File: src/rtl/program_loader_pkg.sv
// Shared constants and state encodings for the serial program loader.
package program_loader_pkg;

  localparam logic [7:0] SYNC_BYTE_DEFAULT = 8'hA5;
  localparam int         PROGRAM_BYTES     = 16;

  typedef enum logic [1:0] {
    WAIT_SYNC = 2'd0,
    LOAD      = 2'd1,
    CHECKSUM  = 2'd2,
    RUN       = 2'd3
  } state_t;

  typedef enum logic [1:0] {
    RX_IDLE  = 2'd0,
    RX_START = 2'd1,
    RX_DATA  = 2'd2,
    RX_STOP  = 2'd3
  } rx_state_t;

endpackage

File: src/rtl/program_loader_uart_rx.sv
// 8N1 receiver: 2-flop synchronizer, mid-bit sampling, LSB first.
// valid_o / frame_err_o pulse one cycle after the stop-bit sample; no backpressure.
module program_loader_uart_rx
  import program_loader_pkg::*;
#(
  parameter int CLKS_PER_BIT = 104
) (
  input  logic       clk_i,
  input  logic       reset,
  input  logic       rx_i,
  output logic [7:0] data_o,
  output logic       valid_o,
  output logic       frame_err_o
);

  localparam int CW = $clog2(CLKS_PER_BIT);
  localparam logic [CW-1:0] HALF_M1 = CW'(CLKS_PER_BIT / 2 - 1);
  localparam logic [CW-1:0] LAST    = CW'(CLKS_PER_BIT - 1);

  logic [1:0]    sync_q;
  logic          rx_s;
  logic          rx_prev_q;
  rx_state_t     st_q;
  logic [CW-1:0] cnt_q;
  logic [2:0]    bit_idx_q;
  logic [7:0]    shift_q;

  assign rx_s = sync_q[1];

  always_ff @(posedge clk_i) begin
    if (reset) begin
      sync_q      <= 2'b11;
      rx_prev_q   <= 1'b1;
      st_q        <= RX_IDLE;
      cnt_q       <= '0;
      bit_idx_q   <= '0;
      shift_q     <= '0;
      data_o      <= '0;
      valid_o     <= 1'b0;
      frame_err_o <= 1'b0;
    end else begin
      sync_q      <= {sync_q[0], rx_i};
      rx_prev_q   <= rx_s;
      valid_o     <= 1'b0;
      frame_err_o <= 1'b0;
      case (st_q)
        RX_IDLE: begin
          if (rx_prev_q && !rx_s) begin
            st_q  <= RX_START;
            cnt_q <= '0;
          end
        end
        RX_START: begin
          // A start bit that is high again at half-bit was only a glitch.
          if (cnt_q == HALF_M1) begin
            cnt_q     <= '0;
            bit_idx_q <= '0;
            st_q      <= rx_s ? RX_IDLE : RX_DATA;
          end else begin
            cnt_q <= cnt_q + 1'b1;
          end
        end
        RX_DATA: begin
          if (cnt_q == LAST) begin
            cnt_q     <= '0;
            shift_q   <= {rx_s, shift_q[7:1]};
            bit_idx_q <= bit_idx_q + 1'b1;
            if (bit_idx_q == 3'd7) st_q <= RX_STOP;
          end else begin
            cnt_q <= cnt_q + 1'b1;
          end
        end
        RX_STOP: begin
          if (cnt_q == LAST) begin
            cnt_q <= '0;
            st_q  <= RX_IDLE;
            if (rx_s) begin
              valid_o <= 1'b1;
              data_o  <= shift_q;
            end else begin
              frame_err_o <= 1'b1;
            end
          end else begin
            cnt_q <= cnt_q + 1'b1;
          end
        end
        default: st_q <= RX_IDLE;
      endcase
    end
  end

endmodule

File: src/rtl/program_loader.sv
// UART bootloader: sync byte, 16 program bytes, checksum; writes RAM, gates CPU reset.
// RAM write 1 cycle after byte valid; CPU released 2 cycles after good checksum; no backpressure.
module program_loader
  import program_loader_pkg::*;
#(
  parameter int         CLKS_PER_BIT   = 104,
  parameter int         TIMEOUT_CYCLES = 1000000,
  parameter int         START_RUNNING  = 1,
  parameter logic [7:0] SYNC_BYTE      = SYNC_BYTE_DEFAULT
) (
  input  logic       clk_i,
  input  logic       reset,
  input  logic       uart_rx_i,
  output logic       ram_we_o,
  output logic [3:0] ram_addr_o,
  output logic [7:0] ram_data_o,
  output logic       cpu_reset_o,
  output logic       load_done_o,
  output logic       load_error_o
);

  localparam int TW = $clog2(TIMEOUT_CYCLES);
  localparam logic [TW-1:0] TIMEOUT_LAST = TW'(TIMEOUT_CYCLES - 1);
  localparam logic [3:0]    LAST_BYTE    = 4'(PROGRAM_BYTES - 1);

  logic [7:0]    rx_data;
  logic          rx_valid;
  logic          rx_frame_err;
  state_t        state_q;
  logic          boot_q;
  logic [3:0]    byte_cnt_q;
  logic [7:0]    acc_q;
  logic [TW-1:0] timer_q;
  logic          timeout;
  logic          is_sync;

  program_loader_uart_rx #(.CLKS_PER_BIT(CLKS_PER_BIT)) u_uart_rx (
    .clk_i       (clk_i),
    .reset       (reset),
    .rx_i        (uart_rx_i),
    .data_o      (rx_data),
    .valid_o     (rx_valid),
    .frame_err_o (rx_frame_err)
  );

  assign timeout = (timer_q == TIMEOUT_LAST);
  assign is_sync = rx_valid && (rx_data == SYNC_BYTE);

  always_ff @(posedge clk_i) begin
    if (reset) begin
      state_q      <= WAIT_SYNC;
      boot_q       <= 1'b1;
      cpu_reset_o  <= 1'b1;
      ram_we_o     <= 1'b0;
      ram_addr_o   <= '0;
      ram_data_o   <= '0;
      load_done_o  <= 1'b0;
      load_error_o <= 1'b0;
      byte_cnt_q   <= '0;
      acc_q        <= '0;
      timer_q      <= '0;
    end else begin
      boot_q   <= 1'b0;
      ram_we_o <= 1'b0;
      if (boot_q) cpu_reset_o <= (START_RUNNING == 0);

      // Inter-byte gap timer only matters while a frame is in flight.
      if (rx_valid || state_q == WAIT_SYNC || state_q == RUN) timer_q <= '0;
      else                                                    timer_q <= timer_q + 1'b1;

      case (state_q)
        WAIT_SYNC, RUN: begin
          if (state_q == RUN) cpu_reset_o <= 1'b0;
          if (is_sync) begin
            state_q      <= LOAD;
            cpu_reset_o  <= 1'b1;
            byte_cnt_q   <= '0;
            acc_q        <= '0;
            load_done_o  <= 1'b0;
            load_error_o <= 1'b0;
          end
        end
        LOAD: begin
          if (rx_valid) begin
            ram_we_o   <= 1'b1;
            ram_addr_o <= byte_cnt_q;
            ram_data_o <= rx_data;
            acc_q      <= acc_q + rx_data;
            byte_cnt_q <= byte_cnt_q + 1'b1;
            if (byte_cnt_q == LAST_BYTE) state_q <= CHECKSUM;
          end else if (rx_frame_err || timeout) begin
            load_error_o <= 1'b1;
            state_q      <= WAIT_SYNC;
          end
        end
        CHECKSUM: begin
          if (rx_valid) begin
            if (rx_data == acc_q) begin
              load_done_o <= 1'b1;
              state_q     <= RUN;
            end else begin
              load_error_o <= 1'b1;
              state_q      <= WAIT_SYNC;
            end
          end else if (rx_frame_err || timeout) begin
            load_error_o <= 1'b1;
            state_q      <= WAIT_SYNC;
          end
        end
        default: state_q <= WAIT_SYNC;
      endcase
    end
  end

endmodule

File: config.mk
export PLATFORM = sky130hd
export DESIGN_NAME = program_loader
export DESIGN_NICKNAME = d
export VERILOG_FILES = /design/src/rtl/program_loader_pkg.sv /design/src/rtl/program_loader_uart_rx.sv /design/src/rtl/program_loader.sv
export SDC_FILE = /design/constraint.sdc
export NUM_CORES = 1
export LEC_CHECK = 0
export BUFFER_PORTS_ARGS = -buffer_cell sky130_fd_sc_hd__buf_4
export CORE_MARGIN = 3
export CORE_UTILIZATION = 55
export CTS_BUF_LIST = sky130_fd_sc_hd__clkbuf_4 sky130_fd_sc_hd__clkbuf_8 sky130_fd_sc_hd__clkbuf_16
export CTS_CLUSTER_SIZE = 28
export DETAILED_ROUTE_END_ITERATION = 16
export HOLD_SLACK_MARGIN = 0.06
export PLACE_DENSITY = 0.73
export SYNTH_ARGS = -nofsm -noshare
export SYNTH_HDL_FRONTEND = slang
export SYNTH_SLANG_ARGS = --single-unit
File: constraint.sdc
create_clock -name clk_i -period 2.5 [get_ports clk_i]
set_clock_uncertainty 0.15 [all_clocks]
set_input_delay 0.375 -clock clk_i [delete_from_list [all_inputs] [get_ports clk_i]]
set_output_delay 0.375 -clock clk_i [all_outputs]
set_load 0.02 [all_outputs]
Word-level counts from Yosys, hierarchy flattened --
Cells that the tools add are included.
Storage, ports and cells: bits in latches 0, RAM bits 0, ROM bits 0, output and inout bits 16, register bits after elaboration 84, memories kept 0
Operators by class: add/sub/neg operators 5, bitwise operators 3, muxes and demuxes 44, reduce and logical (&&, ||, !) cells 25, eq/ne operators 25, magnitude comparators 0, multiply operators 0, divide/modulo/power cells 0, shift operators 0
Operators with widths (number):
- 2-to-1 mux 2 bit | 12
- 2-to-1 mux 7 bit | 3
- one-hot mux 7 bit (3 select lines) | 1
- adder 20 x 1 -> 20 bit (second input constant) | 1
- equality test 20 bit (second input constant) | 1
- 2-to-1 mux 8 bit | 2
- one-hot mux 8 bit (2 select lines) | 1
- 2-to-1 mux 1 bit | 15
- inequality test 2 x 1 -> 1 bit (second input constant) | 7
- AND reduction 3 bit | 4
- adder 8 bit | 1
- equality test 2 bit (second input constant) | 4
- equality test 8 bit | 1
- equality test 8 bit (second input constant) | 1
- 2-to-1 mux 4 bit | 2
- one-hot mux 2 bit (4 select lines) | 1
- one-hot mux 4 bit (2 select lines) | 1
- OR reduction 2 bit | 4
- adder 7 x 1 -> 7 bit (second input constant) | 1
- equality test 7 x 6 -> 1 bit (second input constant) | 1
- equality test 7 bit (second input constant) | 1
- 2-to-1 mux 3 bit | 2
- inequality test 2 bit (second input constant) | 3
- inequality test 3 bit (second input constant) | 2
- other kinds (19) | 30

Depth between registers and ports, before layout --
Gate-level depths: netlist (run 1).
depth after elaboration 5, mapped depth 9

By module --
Synthesis (run 1) repeated with hierarchy kept, for this count alone.
Unflattened totals: cell total of the unflattened synthesis 461, area, all modules 3946.3 um2
Modules (own cells, without submodules):
- program_loader | area each 2511.2 um2, sequential area each 1021.0 um2, instances 1, cells an instance 300
- program_loader_uart_rx | area each 1435.1 um2, sequential area each 660.6 um2, instances 1, cells an instance 161

Least setup slack after synthesis (run 1) --
Ideal clock, no wire load.
path kind register to register, start register u_uart_rx.data_o[3], end register load_error_o, arrival time 1769 ps, required time 2262 ps, setup slack 493 ps, clock period less this slack 2007 ps, path buffers 0, library setup time 88 ps, cell stages (with the launch flop) 7, cell sequence dfxtp_1 ha_1 nor4_1 and3_1 a311oi_2 mux2_4 a311oi_2
Between the ends: word-level cells in the longest chain between the ends 4, elaborated cells on any way between the ends 6, those cells by class eq/ne (4); reduce/logical (2)
Ends and longest elaborated chain:
- start: declaration | line program_loader_uart_rx.sv:11 | output logic [7:0] data_o,
- start signal: assignment | line program_loader_uart_rx.sv:79 | data_o <= shift_q;
- equality test 8 bit | line program_loader.sv:47 | assign is_sync = rx_valid && (rx_data == SYNC_BYTE);
- logical AND 1 bit | line program_loader.sv:47
- inequality test 2 bit (no line)
- AND reduction 3 bit (no line) (*)
- end signal: assignment | line program_loader.sv:58 | load_error_o <= 1'b0;
- end signal: assignment | line program_loader.sv:80 | load_error_o <= 1'b0;
- end signal: assignment | line program_loader.sv:92 | load_error_o <= 1'b1;
- end: declaration | line program_loader.sv:19 | output logic load_error_o
Mark *: on every way between the ends. The rest lies on a longest branch, timed or not. A chain may end at the register's enable or synchronous reset.

Final worst setup path (run 1) --
start register u_uart_rx.data_o[2], end register load_error_o
Same word-level chain as after synthesis.

==> results of run 1 <==
[registers in the layout, indices dropped and copies added (netlist names), named ones only]
name                   flops
ram_we_o                   1
ram_data_o                 8
u_uart_rx.sync_q           2
u_uart_rx.rx_prev_q        1
timer_q                   20
cpu_reset_o                1
u_uart_rx.shift_q          8
byte_cnt_q                 4
ram_addr_o                 4
u_uart_rx.st_q             1
u_uart_rx.bit_idx_q        3
load_error_o               1
acc_q                      8
boot_q                     1
state_q                    2
u_uart_rx.cnt_q            7
load_done_o                1
u_uart_rx.frame_err_o      1
u_uart_rx.valid_o          1
u_uart_rx.data_o           8
[final cells by class]
type                    instances  area (um^2)
flip-flops and latches         84         1680
inverters                      14         52.6
clock buffers                  10          138
repair buffers                 24          183
clock inverters                 6         96.3
multi-input cells             340         2140
fillers                       620         2490
well taps                      96          120
[logic make-up (layout without fill, tap and decap cells)]
logic type | count (synthesis) | after routing | share of synthesized area (%)
XOR/XNOR | 25 | 25 | 5.51
adder cells (fa/ha/maj) | 21 | 21 | 6.80
AO/OA/AOI/OAI | 83 | 83 | 13.4
multiplexers | 14 | 14 | 3.65
flip-flops | 84 | 84 | 42.3
buffers and inverters | 34 | 54 | 3.72
AND/OR/NAND/NOR | 197 | 197 | 24.5
[power by group through the flow]
stage / Combinational [mW] / Sequential (mW) / Clock (mW)
global placement: 0.0978 / 1.38 / 0
finish: 0.101 / 1.35 / 1.11
floorplan: 0.0750 / 1.38 / 0
detailed placement: 0.101 / 1.38 / 0
global route: 0.113 / 1.35 / 1.18
CTS: 0.102 / 1.35 / 1.13
[cell usage in the layout, fill, tap and decap left out, types with 3 or more instances in the layout]
cell type,netlist,final
xnor2_1,14,14
nor2b_1,3,3
a21o_1,5,5
nand2_1,54,54
inv_1,14,14
dfxtp_1,84,84
or2_2,3,3
mux2i_1,13,13
buf_4,0,23
nand4_1,6,6
a22oi_1,4,4
nand3_1,24,24
clkbuf_8,0,10
and2_1,3,3
nand2b_1,8,8
nor3_1,9,9
o21ai_0,10,10
and3_1,5,5
xor2_1,11,11
a31oi_1,4,4
nor2_1,57,57
a211oi_1,3,3
a21oi_1,37,37
and4_1,3,3
nor4_1,3,3
ha_1,20,20
[critical path, cell delays in order, from the launching register on]
cell,delay (ns)
dfxtp_1,0.35
ha_1,0.39
nor4_1,0.36
and3_1,0.24
a311oi_2,0.11
mux2_4,0.32
a311oi_2,0.22
[what timing repair did]
item                       in CTS  in global routing
hold buffers                    1                  0
hold endpoints to repair        1                  0
setup endpoints to repair       0                  0
[per-layer routing]
metal	vias to the layer above	wire [um]	GRT usage (%)
met5	-	0	0
met4	0	85	5.65
met3	9	228	4.23
met2	48	3800	33.2
met1	1524	3770	24.8
li1	1630	-	-
[final timing paths]
kind                            cells after the start                 from  slack (ns)             endpoint
worst max-delay path                                6  u_uart_rx.data_o[2]        0.28         load_error_o
worst min-delay path                                2                reset        0.16   u_uart_rx.cnt_q[1]
worst max register to register                      6  u_uart_rx.data_o[2]        0.28         load_error_o
worst min register to register                      1  u_uart_rx.sync_q[0]        0.28  u_uart_rx.sync_q[1]
==> impl_metrics.tcl, run 1 <==
set metrics [dict create \
    status "finished, final reports clean" \
    rows 30 \
    total_leakage_power_nw 1.67 \
    syn_inst 458 \
    synth_top_area_share_pct 42.3 \
    worstPathArrival_ns 2.34 \
    cts.repair.resized 0 \
    clockRootBuffer "clkbuf_8" \
    dpl.hpwl_um 5510 \
    p_comb_share_pct 4.0 \
    overflow 0 \
    die_x_um 91.0 \
    synth-seq-cells 84 \
    dp_slack_ns 0.319 \
    dr_total_vias 3211 \
    ys_seq_area_share_pct 42.3 \
    finalCritPeriodShare_pct 88.9 \
    cts_setup_buffers 0 \
    setup_violations 0 \
    final_area_um2 4410 \
    antenna_found_initial 0 \
    rsz0062_at_grt "no" \
    ys_top_cells_by_area "dfxtp_1 42%, ha_1 6.3%, nor2_1 5.4%" \
    critPathMaxFanout 5 \
    drt_wl_total_um 7880 \
    detail-route-antenna-nets 0 \
    period_minus_slack_ns 2.22 \
    synth_nets 482 \
    cts_buffer_depth 2 \
    initial_core_util_pct 57.5 \
    yosysTopAreaCell "dfxtp_1" \
    htree_levels 3 \
    power.total_mw 2.56 \
    cts_tree "built" \
    fp.dieH_um 91.0 \
    cts_sinks 84 \
    max_slew_margin_pct 56.3 \
    synth_area_um2 3970 \
    crit_path_end_kind "flip-flop" \
    peakVddDrop_v 0.000288 \
    drtIter0Drc 211 \
    gp_congestion 0.863 \
    io_pins 19 \
    routedWlPerCell_um 13.7 \
    slew_violations 0 \
    power.share.clock_pct 43.2 \
    seqPwrFrac_pct 52.8 \
    grt_max_degree 54 \
    drc 0 \
    p_int_mw 1.98 \
    tightestPinTransition_ns 0.655 \
    swShare_pct 22.6 \
    setup_tns_ns 0 \
    start_kind "flip-flop" \
    areaGrowthSynthToFinish_pct 11.1 \
    vias_per_cell 5.59 \
    drive_gt1_share_pct 10.7 \
    synth_cell_types 58 \
    numCtsBuffers 9 \
    dpl_cell_area_um2 4170 \
    yosysMostFrequentCell "dfxtp_1" \
    cts.clk_slew.worst_paths_ns 0.09 \
    die_area_um2 8280 \
    holdWs_ns 0.159 \
    nets 497 \
    p_switching_mw 0.579 \
    firstDrtPassIters 4 \
    core_area_um2 6910 \
    yosys-top-cells-count "84 x dfxtp_1, 57 x nor2_1, 54 x nand2_1, 37 x a21oi_1, 24 x nand3_1" \
    required_ns 2.62 \
    max_cap_violations 0 \
    synth_edf_count 0 \
    grt_pass1_wl_um 13400 \
    synth.avg_cell_area_um2 8.67 \
    grt_pass1_vias 2980 \
    dp.cells 557 \
    n_antenna_cell 0 \
    min_path_type "primary input to flip-flop" \
    clk_latency_ns 0.35 \
    ys_warn_count 0 \
    ys.flop_type "dfxtp_1" \
    grt_use_total_pct 19.5 \
    port_buffers 18 \
    max_freq_ghz 0.450 \
    criticalPathCategory "flip-flop to flip-flop" \
    hold_viol 0 \
    fin_util_pct 63.9 \
    ys_async_sr_fraction_pct 0 \
    worst_slack_ns 0.277 \
    power_density_nw_per_um2 580 \
    stdcell_count 574 \
]
Note: power is estimated with default switching activity, not from simulation.
==> inputs of run 2 (changes only) <==
--- a/config.mk
+++ b/config.mk
@@ -6,13 +6,13 @@
 export NUM_CORES = 1
 export LEC_CHECK = 0
 export BUFFER_PORTS_ARGS = -buffer_cell sky130_fd_sc_hd__buf_4
-export CORE_MARGIN = 3
 export CORE_UTILIZATION = 55
 export CTS_BUF_LIST = sky130_fd_sc_hd__clkbuf_4 sky130_fd_sc_hd__clkbuf_8 sky130_fd_sc_hd__clkbuf_16
 export CTS_CLUSTER_SIZE = 28
 export DETAILED_ROUTE_END_ITERATION = 16
 export HOLD_SLACK_MARGIN = 0.06
 export PLACE_DENSITY = 0.73
+export RECOVER_POWER = 100
 export SYNTH_ARGS = -nofsm -noshare
 export SYNTH_HDL_FRONTEND = slang
 export SYNTH_SLANG_ARGS = --single-unit
==> run 2 against run 1 <==
The run now ends with capacitance limit, slew limit left. Core utilization decreased by 1.4 points. Clock power is 19% lower. Worst setup slack lost 0.079 ns.
==> impl_metrics.tcl, run 2 (synthesis results as in run 1) <==
set metrics [dict create \
    firstDrtPassIters 4 \
    rows 30 \
    crit_family "compound AO/OA/AOI/OAI gates" \
    reg2regPathDepth 6 \
    nets 498 \
    max_slew_margin_pct -6.08 \
    final_cell_mix "84 x dfxtp_1, 57 x nor2_1, 54 x nand2_1, 37 x a21oi_1, 24 x nand3_1" \
    power_density_nw_per_um2 547 \
    critPathMaxFanout 11 \
    r2r-end "load_error_o" \
    routedWlPerCell_um 13.4 \
    whs_path_depth 2 \
    die_area_um2 7570 \
    drc 0 \
    dpl.hpwl_um 5420 \
    grt_use_total_pct 21.7 \
    peakVddDrop_v 0.000388 \
    slowest_stage "ha_1" \
    dr_total_vias 3121 \
    fp.dieH_um 87.0 \
    rsz0062_at_grt "no" \
    drtIter0Drc 120 \
    mostFrequentLayoutCell "dfxtp_1" \
    setup_violations 0 \
    top_register "timer_q" \
    slew_violations 39 \
    slowest_delay_ns 0.43 \
    r2r_setup_slack_ns 0.20 \
    vias_per_cell 5.43 \
    min_path_type "primary input to flip-flop" \
    start_kind "flip-flop" \
    die_x_um 87.0 \
    p_switching_mw 0.592 \
    max_cap_violations 1 \
    cts_sinks 84 \
    io_pins 19 \
    r2r_start "state_q[1]" \
    worstPathArrival_ns 2.41 \
    clockRootBuffer "clkbuf_8" \
    initial_core_util_pct 57.8 \
    n_antenna_cell 0 \
    swShare_pct 25.2 \
    drt_wl_total_um 7730 \
    drive_gt1_share_pct 6.68 \
    crit_chain "inv_1 -> ha_1 -> a31oi_2 -> a311oi_1 -> mux2_4 -> a311oi_2" \
    htree_levels 3 \
    criticalPathCategory "flip-flop to flip-flop" \
    max_freq_ghz 0.435 \
    setup_tns_ns 0 \
    stdcell_count 575 \
    cts_setup_buffers 0 \
    path_buf_inv 1 \
    dp.cells 558 \
    period_minus_slack_ns 2.30 \
    clk_latency_ns 0.36 \
    violations "capacitance limit, slew limit" \
    antenna_found_initial 0 \
    largest_register_ff_count 20 \
    crit_path_end_kind "flip-flop" \
    p_comb_share_pct 4.1 \
    grt_pass1_wl_um 12900 \
    status "finished, violations left" \
    numCtsBuffers 9 \
    detail-route-antenna-nets 0 \
    overflow 0 \
    cts.clk_slew.worst_paths_ns 0.09 \
    seqPwrFrac_pct 57.6 \
    hold_viol 0 \
    min-delay-start "reset" \
    critical_path_cell_count 6 \
    areaGrowthSynthToFinish_pct 8.06 \
    finalCritPeriodShare_pct 92.1 \
    cts_buffer_depth 2 \
    total_leakage_power_nw 1.56 \
    power.share.clock_pct 38.3 \
    core_area_um2 6870 \
    gp_congestion 0.869 \
    grt_max_degree 39 \
    p_int_mw 1.75 \
    hold_end "u_uart_rx.cnt_q[0]" \
    cts_tree "built" \
    required_ns 2.61 \
    tightestPinTransition_ns 1.59 \
    grt_pass1_vias 2824 \
    port_buffers 18 \
]
-- run 2: changes by cell type in the layout (fill, tap and decap cells not counted), moves of 2 or more --
| cell | previous run | this run |
|---|---|---|
| and2_0 | 0 | 2 |
| clkinvlp_4 | 1 | 3 |
| inv_6 | 0 | 2 |
| bufinv_16 | 2 | 0 |
| buf_4 | 23 | 5 |
| and2_1 | 3 | 1 |
| clkbuf_1 | 0 | 18 |
-- run 2: power by group through the flow --
stage	combinational, mW	sequential (mW)	clock, mW
6_report	0.0969	1.35	0.898
5_1_grt	0.108	1.35	0.984
4_1_cts	0.101	1.35	0.925
3_5_place_dp	0.0994	1.38	0
3_3_place_gp	0.0977	1.38	0
2_1_floorplan	0.0750	1.38	0
-- run 2: worst max path at each step --
stage                              from                  end
detailed placement           state_q[0]         load_error_o
floorplan           u_uart_rx.data_o[3]         load_error_o
global placement    u_uart_rx.data_o[3]         load_error_o
global route         u_uart_rx.cnt_q[0]  u_uart_rx.data_o[6]
CTS                          state_q[1]         load_error_o
finish                       state_q[1]         load_error_o
-- run 2: metal layers --
metal	share of wire (%)	up-vias	global-route usage [%]
li1	-	1629	-
met1	49	1434	27.9
met2	46	45	35.5
met3	2.8	13	4.27
met4	1.9	0	9.39
met5	0	-	0
-- run 2: layout make-up --
class	count	area [um^2]
Clock buffer	9	124
Clock inverter	7	60.1
Fill cell	621	2580
Inverter	14	52.6
Multi-Input combinational cell	340	2130
Sequential cell	84	1680
Tap cell	96	120
Timing Repair Buffer	25	123
-- run 2: repair_timing --
action / CTS / global route
endpoints found under the hold margin: 1 / 0
setup endpoints to repair: 0 / 0
gates resized for setup: 0 / 0
hold buffers: 1 / 0
-- run 2: through the flow --
stage | hold WS (ns) | area [um^2] | worst slack (ns) | power (mW) | utilization [%]
after floorplan | 0.239 | 3970 | 0.493 | 1.46 | -
after global placement | 0.242 | 4180 | 0.385 | 1.48 | 60.8
after detailed placement | 0.247 | 4180 | 0.274 | 1.48 | 60.8
after CTS | 0.219 | 4370 | 0.239 | 2.38 | 63.6
after global routing | 0.223 | 4290 | 0.0479 | 2.45 | 62.5
final | 0.233 | 4290 | 0.199 | 2.35 | 62.5
